==> src/rtl/registru_piso.sv <==
// registru_piso: parallel-in serial-out transmit shift register.
// A word is loaded through a ready/valid handshake and sent one bit at a
// time on sout. Each bit is held for DIV unpaused clocks. A new word can be
// accepted on the edge that ends the last bit, so back-to-back words leave
// no idle cycle between them.
module registru_piso #(
    parameter int unsigned WIDTH      = 4,
    parameter int unsigned DIV        = 1,
    parameter bit          MSB_FIRST  = 1'b1,
    parameter logic        IDLE_LEVEL = 1'b0
) (
    input  logic             clk,
    input  logic             rst_n,
    input  logic [WIDTH-1:0] din,
    input  logic             load_valid,
    output logic             load_ready,
    input  logic             pause,
    output logic             sout,
    output logic             sout_valid,
    output logic             first,
    output logic             done
);

    localparam int unsigned BW = $clog2(WIDTH);
    // A one-bit hold counter is kept when DIV==1 so the vector is never zero width.
    localparam int unsigned DW = (DIV > 1) ? $clog2(DIV) : 1;

    typedef enum logic {
        IDLE  = 1'b0,
        SHIFT = 1'b1
    } state_t;

    state_t          state;
    logic [WIDTH-1:0] sr;
    logic [BW-1:0]    bitcnt;
    logic [DW-1:0]    divcnt;

    logic last_bit;
    logic last_hold;
    logic head;
    logic accept;

    assign last_bit  = (bitcnt == BW'(WIDTH - 1));
    assign last_hold = (divcnt == DW'(DIV - 1));
    assign head      = MSB_FIRST ? sr[WIDTH-1] : sr[0];

    // Outputs are decoded only from state registers, so they never glitch
    // with inputs and fall to their idle values as soon as reset asserts.
    assign sout       = (state == SHIFT) ? head : IDLE_LEVEL;
    assign sout_valid = (state == SHIFT);
    assign first      = (state == SHIFT) && (bitcnt == '0);
    assign done       = (state == SHIFT) && last_bit && last_hold;

    // NOTE: load_ready is combinational on purpose: it must rise in the final
    // clock of a word so the next word is captured on the same edge, no gap.
    assign load_ready = (state == IDLE) || (done && !pause);
    assign accept     = load_valid && load_ready;

    // Load / hold / shift sequencing; a pending accept takes priority over
    // the end-of-word return to IDLE.
    // NOTE: every register here uses non-blocking assignment so all of them
    // update from the same pre-edge values.
    always_ff @(posedge clk or negedge rst_n) begin
        if (!rst_n) begin
            state  <= IDLE;
            sr     <= '0;
            bitcnt <= '0;
            divcnt <= '0;
        end else if (accept) begin
            state  <= SHIFT;
            sr     <= din;
            bitcnt <= '0;
            divcnt <= '0;
        end else if (state == SHIFT && !pause) begin
            if (last_hold) begin
                divcnt <= '0;
                sr     <= MSB_FIRST ? {sr[WIDTH-2:0], 1'b0} : {1'b0, sr[WIDTH-1:1]};
                if (last_bit) begin
                    state  <= IDLE;
                    bitcnt <= '0;
                end else begin
                    bitcnt <= bitcnt + 1'b1;
                end
            end else begin
                divcnt <= divcnt + 1'b1;
            end
        end
    end

endmodule

==> config.mk <==
export PLATFORM = sky130hd
export DESIGN_NAME = registru_piso
export DESIGN_NICKNAME = d
export VERILOG_FILES = /design/src/rtl/registru_piso.sv
export SDC_FILE = /design/constraint.sdc
export NUM_CORES = 1
export LEC_CHECK = 0
export ABC_AREA = 1
export BUFFER_PORTS_ARGS = -buffer_cell sky130_fd_sc_hd__buf_2
export CAP_MARGIN = 20
export CORE_AREA = 2 2 39 41
export CTS_BUF_LIST = sky130_fd_sc_hd__clkbuf_4
export DETAILED_ROUTE_END_ITERATION = 8
export DIE_AREA = 0 0 41 43
export HOLD_SLACK_MARGIN = 0.15
export SYNTH_ARGS = -nofsm -noshare
export SYNTH_HDL_FRONTEND = slang
export SYNTH_SLANG_ARGS = --single-unit
==> constraint.sdc <==
create_clock -name clk -period 1.2 [get_ports clk]
set_clock_uncertainty 0.15 [all_clocks]
set_input_delay 0.24 -clock clk [delete_from_list [all_inputs] [get_ports clk]]
set_output_delay 0.24 -clock clk [all_outputs]
set_load 0.05 [all_outputs]
==> impl.org, run 1 <==
** Detailed routing
- For this block, the routed nets add up to approximately 950 um of wire.
- Number of DRC violations after detailed routing :: 0
- Dividing the detail-routed wire length by the instance count gives roughly 10 um.
- Per-cell via count in the routed design :: 4.31
- Post-DRT Antenna Nets :: 0
- The first detailed-routing pass ran for 4 iterations.
- The detailed router placed 401 vias in this run.
- Drt initial violations :: 5

** Power and ir drop
- Dividing total power by cell area gives a power density of 2750 nW/um2.
- Across the VDD grid, the largest voltage drop is 1.05 mV.
- Static leakage :: about 0.35 nW

** Clocking
- Root cell of the clock tree :: sky130_fd_sc_hd__clkbuf_4
- CTS tree :: done
- Number of buffers inserted during clock tree synthesis :: 3
- Clock buffer depth :: 2
- Number of clock sinks :: 7
- Cts-stage hold buffer count :: 2
- Clock latency on the worst-skew pair, taken at its later pin, is 250 ps.
- In this run the number of H-tree levels came out at 1.
- Clock slew at reported path FFs :: about 60 ps

** Status
- Outcome :: finished, violations left
- The checks that failed: setup timing.

** Finish
- After the last flow step, the layout net total stands at 88.
- Layout area overhead :: 73.8%
- Cells with a size suffix above 1 make up between 50% and 60% of the layout.
- The number of antenna diodes in the final layout is 0.

** Synth
- Counting every net in the synthesized netlist gives 62.
- Yosys printed 0 warnings.
- Cell types occupying the most area after synthesis :: sky130_fd_sc_hd__dfrtp_1, sky130_fd_sc_hd__nand2_1, sky130_fd_sc_hd__inv_1, sky130_fd_sc_hd__ha_1, sky130_fd_sc_hd__nand3_1
- Yosys top cell by area :: sky130_fd_sc_hd__dfrtp_1
- Dividing the synthesized area by the synthesized cell count gives 7.63 um2.
- Fraction of post-synthesis cell area in the top cell type by area :: 44.2%
- Cell count after synthesis :: 52
- Number of synthesized register bits :: 7
- Synth unique cells :: 13
- Summing every instance area after synthesis gives roughly 400 um2.
- Post-synthesis sequential area ratio :: 44.2%

** Timing
- Number of pins with negative max-slew slack in the final report :: 0
- Derived from the worst setup path, the maximum achievable clock frequency is 623 MHz.
- At the pin with the least slew margin, the transition time is 198 ps.
- Setup violations, final :: 12
- Final number of hold-violating endpoints :: 0
- Final period utilization :: 134%
- Setup repair after global routing could not meet its margin everywhere.
- Worst slew margin relative to its limit :: around 87%
- The smallest clock period supported by the final layout is computed as roughly 1600 ps.
- Worst path setup slack after routing :: -405 ps
- Final setup TNS :: -3020 ps

** Global routing
- Overflow left after global routing :: 0
- The number of antenna violations at the first check in global routing is 0.
- Entering global routing, the biggest net connects 8 pins.
- Vias in the first global route :: about 370
- Overall track demand over capacity in global routing :: 12.5%
- Global-route wire length before repair :: 1.50 mm

** Setup path
- Number of cells on the worst reg-to-reg path :: 5
- Element type at the critical path start :: flop
- R2R Path Start :: sout_valid
- At the worst endpoint, the arrival time is between 1000 and 1500 ps.
- Reg2Reg Setup Slack :: -250 ps
- Of all nets on the critical path, the largest fanout is 3.
- The worst setup path is captured at a primary output.
- Cell-by-cell listing of the critical path :: ha_2, inv_2, o21ai_4, buf_6
- The critical path starts at bitcnt[0].
- Critical Path Max Stage Delay :: approximately 370 ps
- Reg-to-reg endpoint :: bitcnt[1]
- Data on the critical path is required at its endpoint by just over 800 ps.
- Crit path max-delay cell type :: sky130_fd_sc_hd__dfrtp_1
- Capturing element of the worst setup path :: load_ready
- Worst setup path class :: reg2out

** Placed design
- Timing analysis after detailed placement gives a worst setup slack of -180 ps.
- Input and output buffers added on the ports amount to 12.
- Detailed placement ended at an HPWL of around 650 um.
- At the end of routability-driven placement, the weighted congestion stood at a little under 0.8.

** Floorplanning
- The die is 41 um wide.
- Die ar. :: 1760 um2
- # IOs :: 13
- Number of placement rows :: 14
- Area of the core :: 1380 um2
- In this run the vertical extent of the chip is 43 um.
- Initial cell density of the core :: 28.7%

** Job
- Max-cap check violation count :: 0

** Min path
- The min-delay analysis places its worst path in the category in2reg.
-- kinds of logic (layout without fill, tap and decap cells) --
group | Yosys count | count (layout) | synth area share [%]
AO/OA/AOI/OAI | 5 | 5 | 7.89
adder cells (fa/ha/maj) | 2 | 2 | 6.31
buffers and inverters | 13 | 38 | 12.3
flip-flops | 7 | 7 | 44.2
AND/OR/NAND/NOR | 25 | 25 | 29.3
-- where the power goes --
part / switching [mW] / internal, mW / total (mW)
registers: 0.108 / 0.345 / 0.453
logic: 0.692 / 0.533 / 1.22
clock network: 0.0937 / 0.122 / 0.216
-- flip-flops by register name, indices dropped and copies added (netlist names) --
register    cells
bitcnt          2
sr              4
sout_valid      1
-- worst min-delay path by stage --
stage,start,end,cells past startpoint
6_report,pause,bitcnt[0],2
5_1_grt,pause,bitcnt[0],2
4_1_cts,pause,bitcnt[0],2
3_5_place_dp,rst_n,sout_valid,1
3_3_place_gp,rst_n,sout_valid,1
2_1_floorplan,rst_n,bitcnt[0],0
-- critical path, delay by kind of cell (launching register included) --
kind	cells	cell delay (ps)
flops	1	370
buf+inv	2	240
fa+ha+maj	1	210
compound gates	1	150
-- cell usage in the layout (no fill, tap or decap), types with 3 or more instances in the layout --
master                       Yosys  layout
sky130_fd_sc_hd__nand2_1        15      11
sky130_fd_sc_hd__inv_1          12       7
sky130_fd_sc_hd__buf_2           0       7
sky130_fd_sc_hd__dfrtp_1         7       6
sky130_fd_sc_hd__buf_6           0       6
sky130_fd_sc_hd__nand3_1         5       5
sky130_fd_sc_hd__nand2_2         1       4
sky130_fd_sc_hd__buf_4           0       4
sky130_fd_sc_hd__inv_2           1       3
sky130_fd_sc_hd__clkinvlp_4      0       3
sky130_fd_sc_hd__nand4_1         3       3
sky130_fd_sc_hd__clkbuf_4        0       3
-- synth_stat cells --
| master | instances |
|---|---|
| sky130_fd_sc_hd__inv_1 | 12 |
| sky130_fd_sc_hd__inv_2 | 1 |
| sky130_fd_sc_hd__nand3_2 | 1 |
| sky130_fd_sc_hd__nand2_2 | 1 |
| sky130_fd_sc_hd__nand3_1 | 5 |
| sky130_fd_sc_hd__nand2_1 | 15 |
| sky130_fd_sc_hd__nand4_1 | 3 |
| sky130_fd_sc_hd__o31ai_1 | 1 |
| sky130_fd_sc_hd__o21ai_0 | 1 |
| sky130_fd_sc_hd__o21ai_2 | 1 |
| sky130_fd_sc_hd__ha_1 | 2 |
| sky130_fd_sc_hd__dfrtp_1 | 7 |
| sky130_fd_sc_hd__o21ai_1 | 2 |
-- per-stage QoR --
step / hold WS [ps] / area, um2 / util (%) / power, mW / std cells
after floorplan: -206 / 425 / - / 1.08 / 52
after global placement: -66.8 / 536 / 38.7 / 1.32 / 84
after detailed placement: -66.5 / 536 / 38.7 / 1.33 / 84
after CTS: 96.8 / 668 / 48.3 / 1.83 / 92
after global routing: 108 / 689 / 49.8 / 2.03 / 93
final: 115 / 689 / 49.8 / 1.89 / 93
-- area by class of cell --
| type | instances | area [um2] |
|---|---|---|
| fill | 131 | 694 |
| clock inverter | 1 | 5.00 |
| inverter | 13 | 60.1 |
| sequential | 7 | 179 |
| multi-input combinational | 32 | 220 |
| tap | 16 | 20.0 |
| clock buffer | 3 | 22.5 |
| timing repair buffer | 21 | 183 |
-- routing by layer --
layer,vias up,routed length (um),track usage (%)
met1,178,431,16.8
met2,10,491,18.1
met4,0,0,6.00
met3,0,29,3.14
li1,213,-,-
met5,-,0,0
-- what timing repair did --
action                                 CTS  global route
gates cloned                             0             0
gates resized for setup                 21             4
setup endpoints to repair               12            12
endpoints found under the hold margin    9             1
pin swaps                                4             2
setup buffers                            2             1
No activity file was read; power rests on OpenSTA's default activity.
==> run 2, diff against run 1 <==
- REMOVE_ABC_BUFFERS: default -> 1
==> impl.org, run 2 (synthesized netlist as in run 1, its figures left out) <==
** Timing
- The highest clock rate was 627 MHz (+0.60%).
- The final clock period utilization by the worst path came to 133% (-0.79 points).
- Min Clock Period, post-route :: 1600 ps (-9.50 ps)
- Setup repair after global routing could not meet its margin everywhere.
- Worst slew margin relative to its limit :: 84.4% (-2.4 points)
- Worst-margin pin slew :: 234 ps (+36.7 ps)
- The final hold violation count came to 0 (unchanged).
- Worst path setup slack after routing :: -396 ps (+9.50 ps)
- Number of pins with negative max-slew slack in the final report :: 0 (unchanged)
- The number of failing setup endpoints in the final timing report is 12 (unchanged).

** Floorplanning
- Die width :: 41 um (unchanged)
- The placeable core region was 1380 um2 (unchanged).
- The total number of placement rows is 14 (unchanged).
- The die area came to 1760 um2 (unchanged).
- The vertical die dimension came to 43 um (unchanged).
- The count of pins on the block boundary is 13 (unchanged).
- The effective utilization at floorplan is 28.7% (unchanged).

** Status
- Outcome :: finished, violations left
- Failing checks :: setup timing

** Power and ir drop
- Total Power Consumption :: 2.10 mW (+11%)
- Static leakage :: 0.404 nW (+17%)
- The power per standard cell area is 2770 nW/um2 (+0.68%).
- The largest vdd supply drop was 1.02 mV (-2.2%).

** Setup path
- STA classifies the critical path endpoint as a primary output.
- STA classifies the critical path startpoint as a flop.
- Worst setup path class :: reg2out
- Maximum fanout along the worst path :: 3 (unchanged)
- Traced cell by cell, the critical path runs through ha_2, inv_2, o21ai_4, buf_8.
- Req. time, crit path :: 810 ps (about the same)
- Endpoint arrival time on the critical path :: 1210 ps (about the same)
- The delay of the slowest critical-path stage came to 380 ps (about the same).
- On the critical path, the stage with the largest delay is an instance of sky130_fd_sc_hd__dfrtp_1.
- Broken down by cell family, the worst path's largest delay share belongs to flip-flops.
- The critical path buffer and inverter count was 2 (unchanged).

** Detailed routing
- Met2 wire length :: 606 um (+23%)
- Topmost layer with routed signal wires :: met4
- The number of DRC markers in iteration 0 was 2 (-3).
- The routed metal-1 wire length was 452 um (+4.9%).
- The detail-routed via count per cell came to 4.56 (+5.7%).
- The total detailed-routing wirelength came to 1.15 mm (+21%).
- The detailed-route via count was 451 (+12%).
- The number of nets still failing antenna checks after routing was 0 (unchanged).
- Routed WL per cell :: 11.6 um (+13%)
- The number of detailed-routing iterations run before antenna repair was 4 (unchanged).
- Number of DRC violations after detailed routing :: 0 (unchanged)
- Met3 routed WL :: 46 um (+59%)

** Placed design
- Number of I/O port buffers :: 12 (unchanged)
- Total half-perimeter wirelength after legalization and detailed placement :: 668 um (+3.5%)
- Cell area after placement :: 552 um2 (+3.0%)
- The pre-CTS worst setup slack came to -279 ps (-99.5 ps).
- The placer congestion estimate is 0.779 (+0.70%).
- Cell count after placement :: 90 (+7.1%)

** Finish
- Most used cells in the layout excluding fill and tap cells :: sky130_fd_sc_hd__nand2_1, sky130_fd_sc_hd__inv_1, sky130_fd_sc_hd__buf_4
- Design area :: 758 um2 (+10%)
- The fraction of final layout cells sized beyond drive strength 1 came to 55.4% (+0.88 points).
- The antenna diode instance count is 0 (unchanged).
- Leaving out fill and tap cells, the most frequent cell in the layout is sky130_fd_sc_hd__nand2_1.
- Register name with the most flops :: sr
- The final standard cell count with taps included and fillers excluded came to 99 (+6.5%).
- Layout area overhead :: 91.2%
- The total number of nets in the final design is 94 (+6.8%).
- Number of flip-flops under the largest register name :: 4 (unchanged)

** Global routing
- The residual overflow from global routing is 0 (unchanged).
- The total global-route track usage was 14.9% (+2.4 points).
- Vias in the first global route :: 423 (+15%)
- The number of antenna violations at the first check in global routing was 0 (unchanged).
- Global-route wire length before repair :: 1.69 mm (+12%)
- The maximum number of pins on one net before global-route repair is 8 (unchanged).

** Min path
- The worst hold path belongs to the class in2reg.

** Clocking
- The worst-case clock buffer depth came to 2 (unchanged).
- The number of buffers created by CTS is 3 (unchanged).
- The CTS sink count came to 7 (unchanged).
- The clock transition at the registers of the reported paths came to 60 ps (about the same).
- Clock latency on the worst-skew pair :: 260 ps (about the same)
- Clock H-tree levels :: 1 (unchanged)
- Root cell of the clock tree :: sky130_fd_sc_hd__clkbuf_4
- CTS tree :: done

** Job
- Max-cap check violation count :: 0 (unchanged)
run 2: cell types whose count changed in the layout (fill, tap and decap cells not counted), sizes merged:
cell,before,now
inv,10,13
clkbuf,3,4
buf,19,25
clkinvlp,3,0
clkinv,1,0
run 2: through the flow:
| stage | utilization [%] | hold slack, ps | setup TNS, ps |
|---|---|---|---|
| after floorplan | - | -206 | -5390 |
| after CTS | 51.8 | 153 | -2290 |
| after detailed placement | 39.9 | -65.8 | -1260 |
| after global placement | 39.9 | -66.4 | -1020 |
| final | 54.8 | 155 | -2580 |
| after global routing | 54.8 | 180 | -3100 |
run 2: repair_timing:
action	CTS	global route
setup buffers	6	0
hold endpoints to repair	8	0
resized for setup	25	12
setup endpoints to repair	12	12
pin swaps	6	4
hold buffers	2	0
run 2: final timing paths:
path	startpoint	endpoint	slack (ps)	cells after the start
min in group asynchronous	rst_n	sr[3]	180	2
worst min register to register	sr[2]	sr[2]	340	2
max in group asynchronous	rst_n	sout_valid	540	2
worst min-delay path	din[3]	sr[3]	150	5
worst max-delay path	bitcnt[0]	load_ready	-400	4
worst max register to register	bitcnt[0]	sr[2]	-220	8
run 2: area by class of cell:
cell class                 instances  area [um2]
clock buffer                       4        30.0
fill                             134         626
inverter                          13        51.3
multi-input combinational         32         249
sequential                         7         176
tap                               16        20.0
timing repair buffer              27         231
run 2: report_power, final:
group	switching [mW]	internal [mW]
Sequential	0.0997	0.337
Combinational	0.758	0.651
Clock	0.101	0.150
run 2: per-layer routing:
layer,vias up,global-route usage [%]
met2,13,23.4
met4,0,12.0
met5,-,0
li1,225,-
met1,208,16.8
met3,5,1.57
run 2: tightest hold or removal path, cell delays in order:
cell and delay, ps:
sky130_fd_sc_hd__buf_2 70, sky130_fd_sc_hd__inv_1 30, sky130_fd_sc_hd__nand4_1 70, sky130_fd_sc_hd__nand3_1 60
sky130_fd_sc_hd__nand2_1 60
==> run 3, diff against run 2 <==
- ABC_AREA: 1 -> default
==> impl.org, run 3 <==
** Status
- Outcome :: finished, violations left
- Failing checks :: setup timing

** Setup path
- The worst register-to-register path ends at sr[2].
- Worst setup path class :: reg2out
- Endpoint arrival time on the critical path :: 1190 ps (-20 ps)
- R2R Path Start :: sout_valid
- The maximum fanout along the worst path came to 3 (unchanged).
- Reg2Reg Setup Slack :: -230 ps (about the same)
- The depth of the worst register-to-register path is 5 (-3).
- The critical path starts at bitcnt[1].
- STA classifies the critical path endpoint as a primary output.
- STA classifies the critical path startpoint as a flop.
- The data required time at the worst endpoint was 810 ps (about the same).

** Finish
- Most used cells in the layout excluding fill and tap cells :: sky130_fd_sc_hd__buf_4, sky130_fd_sc_hd__buf_2, sky130_fd_sc_hd__buf_6
- Leaving out fill and tap cells, the most frequent cell in the layout is sky130_fd_sc_hd__buf_4.
- Core Util, Final :: 59.6% (+4.8 points)
- The fraction of final layout cells sized beyond drive strength 1 was 60.0% (+4.6 points).
- The total number of nets in the final design was 91 (-3.2%).
- Ranked by flip-flop count, first place goes to sr.
- Relative to the synthesized area, the layout overhead comes to 69.0%.
- The flip-flop count of the largest register, all copies and words added was 4 (unchanged).
- The final non-filler cell area is 825 um2 (+8.7%).
- Antenna diode count :: 0 (unchanged)

** Placed design
- Cell area after placement :: 598 um2 (+8.4%)
- Total half-perimeter wirelength after legalization and detailed placement :: 799 um (+20%)
- The count of buffers inserted at the top-level ports came to 12 (unchanged).
- Global placer's final weighted congestion :: 0.758 (-2.6%)

** Clocking
- TritonCTS built the clock tree.
- The cell sitting at the root of the clock tree is a sky130_fd_sc_hd__clkbuf_4.
- Clock buffer depth :: 2 (unchanged)
- The clock transition at the registers of the reported paths was 50 ps (about the same).
- The CTS sink count was 7 (unchanged).
- The number of buffers created by CTS is 3 (unchanged).
- Clock H-tree levels :: 1 (unchanged)
- The clock network latency to the later pin of the worst-skew pair was 260 ps (about the same).

** Timing
- Final period utilization :: 132% (-0.97 points)
- Final setup TNS :: -2630 ps (-47.6 ps)
- The shortest period the worst path allows is 1580 ps (-11.6 ps).
- The worst max-slew margin expressed relative to the limit is 85.6% (+1.2 points).
- The highest clock rate was 631 MHz (+0.73%).
- Setup repair after global routing could not meet its margin everywhere.
- Final number of hold-violating endpoints :: 0 (unchanged)
- The worst-case setup margin in the final layout came to -384 ps (+11.6 ps).
- The number of failing setup endpoints in the final timing report was 11 (-1).
- The number of pins exceeding their max-slew limit in the final report is 0 (unchanged).
- Worst-margin pin slew :: 210 ps (-24.2 ps)

** Detailed routing
- The number of DRC markers in iteration 0 came to 3 (+1).
- The total detailed-routing wirelength was 1.36 mm (+18%).
- The detailed-route via count is 492 (+9.1%).
- The number of detailed-routing iterations run before antenna repair came to 4 (unchanged).
- The wire length per cell was 14.1 um (+22%).
- Post-DRT Antenna Nets :: 0 (unchanged)
- The detail-routed via count per cell came to 5.13 (+13%).
- The remaining routing DRC violations came to 0 (unchanged).

** Synth
- Main flop type after synthesis :: sky130_fd_sc_hd__dfrtp_1
- The count of warnings emitted by yosys is 0 (unchanged).
- The largest total area in the synthesized netlist belongs to sky130_fd_sc_hd__dfrtp_1.
- Sorting the synthesized cells by area gives the leading types as sky130_fd_sc_hd__dfrtp_1, sky130_fd_sc_hd__mux2_4, sky130_fd_sc_hd__mux2i_1, sky130_fd_sc_hd__a21oi_1, sky130_fd_sc_hd__and2_1.
- The number of standard cells after synthesis was 49 (-5.8%).
- Dominant cell by count in the synthesized netlist :: sky130_fd_sc_hd__dfrtp_1
- The part of the Yosys area used for sequential elements was 35.9% (-8.3 points).
- The number of synthesized flops with an enable pin is 0 (unchanged).
- The post-synthesis register bit count was 7 (unchanged).
- Ranked by instance count, the synthesized netlist is headed by sky130_fd_sc_hd__dfrtp_1, sky130_fd_sc_hd__a21oi_1, sky130_fd_sc_hd__and2_1, sky130_fd_sc_hd__mux2i_1.
- Async set or reset register ratio after synthesis :: 100% (unchanged)
- The post-synth design cell area came to 488 um2 (+23%).
- The unique cell type count in the Yosys netlist is 18 (+5).
- The top-area cell type share of the netlist area is 35.9% (-8.3 points).
- The average cell area after synthesis is 9.96 um2 (+31%).

** Min path
- The cell depth of the worst hold path is 3 (-2).
- The worst hold path begins at din[3].
- End of the worst hold path :: sr[3]
- Min-delay worst type :: in2reg

** Global routing
- The via count of the first global-routing pass was 495 (+17%).
- The maximum number of pins on one net before global-route repair came to 8 (unchanged).
- The total global-route track usage is 19.4% (+4.5 points).
- Global-route wire length before repair :: 2.19 mm (+30%)
- The number of antenna violations at the first check in global routing came to 0 (unchanged).
- Overflow left after global routing :: 0 (unchanged)

** Floorplanning
- Initial cell density of the core :: 35.3% (+6.6 points)
- # IOs :: 13 (unchanged)
- Die Y :: 43 um (unchanged)
- The horizontal extent of the die came to 41 um (unchanged).
- Area of the core :: 1380 um2 (unchanged)
- The die area was 1760 um2 (unchanged).
- Number of placement rows :: 14 (unchanged)

** Job
- The number of maximum-capacitance violations came to 0 (unchanged).

** Power and ir drop
- Total Power Consumption :: 2.00 mW (-4.8%)
- Cell area power density :: 2420 nW/um2 (-12%)
- The largest vdd supply drop came to 1.67 mV (+63%).
- Static leakage :: 0.409 nW (+1.1%)
-- run 3: cell count changes after synthesis, sizes merged, moves of 4 or more --
| cell | delta |
|---|---|
| a21oi | +6 |
| and2 | +4 |
| inv | -10 |
| mux2i | +4 |
| nand2 | -12 |
| nand3 | -5 |
| o21ai | -4 |
-- run 3: timing repair --
action,in CTS,in global routing
gates resized for setup,19,15
gates cloned,0,0
setup endpoints to repair,11,11
hold buffers,2,0
endpoints found under the hold margin,8,0
setup buffers,4,4
pin swaps,4,2
-- run 3: power by group --
part | leakage (nW) | internal [mW] | switching (mW)
sequential | 0.0796 | 0.336 | 0.109
combinational | 0.311 | 0.674 | 0.630
clock | 0.0184 | 0.150 | 0.0967
total | 0.409 | 1.16 | 0.836
-- run 3: cell families after synthesis --
logic type      share of synthesized area (%)
compound gates                           15.4
fa+ha+maj                                5.13
buf+inv                                  6.92
flops                                    35.9
mux                                      17.4
simple gates                             19.2
-- run 3: layout make-up --
class / count / area, um2
Fill cell: 114 / 559
Timing Repair Buffer: 29 / 243
Inverter: 3 / 11.3
Tap cell: 16 / 20.0
Multi-Input combinational cell: 37 / 343
Sequential cell: 7 / 178
Clock buffer: 4 / 30.0
-- run 3: worst max path at each step --
stage | slack (ps) | end
6_report | -380 | done
5_1_grt | -440 | first
3_5_place_dp | -270 | load_ready
2_1_floorplan | -540 | sout_valid
4_1_cts | -370 | first
3_3_place_gp | -240 | load_ready
-- run 3: routing by layer --
metal	GRT usage [%]	part of all wire [%]	vias to the layer above	wire, um
met5	0	0	-	0
met4	14.0	3.4	0	46
met3	1.57	4.7	5	64
met2	28.1	51	16	686
met1	25.5	41	236	556
li1	-	-	235	-
-- run 3: per-stage QoR --
stage | setup WS (ps) | std cells | hold slack (ps)
6_report | -384 | 96 | 157
5_1_grt | -440 | 96 | 189
4_1_cts | -371 | 92 | 155
3_5_place_dp | -269 | 82 | -65.8
3_3_place_gp | -240 | 82 | -63.4
2_1_floorplan | -540 | 47 | -206
-- run 3: worst max-delay path: stages (launching register included) --
cell                      delay [ps]
sky130_fd_sc_hd__dfrtp_2         440
sky130_fd_sc_hd__ha_4            190
sky130_fd_sc_hd__and2_4          160
sky130_fd_sc_hd__buf_6           140
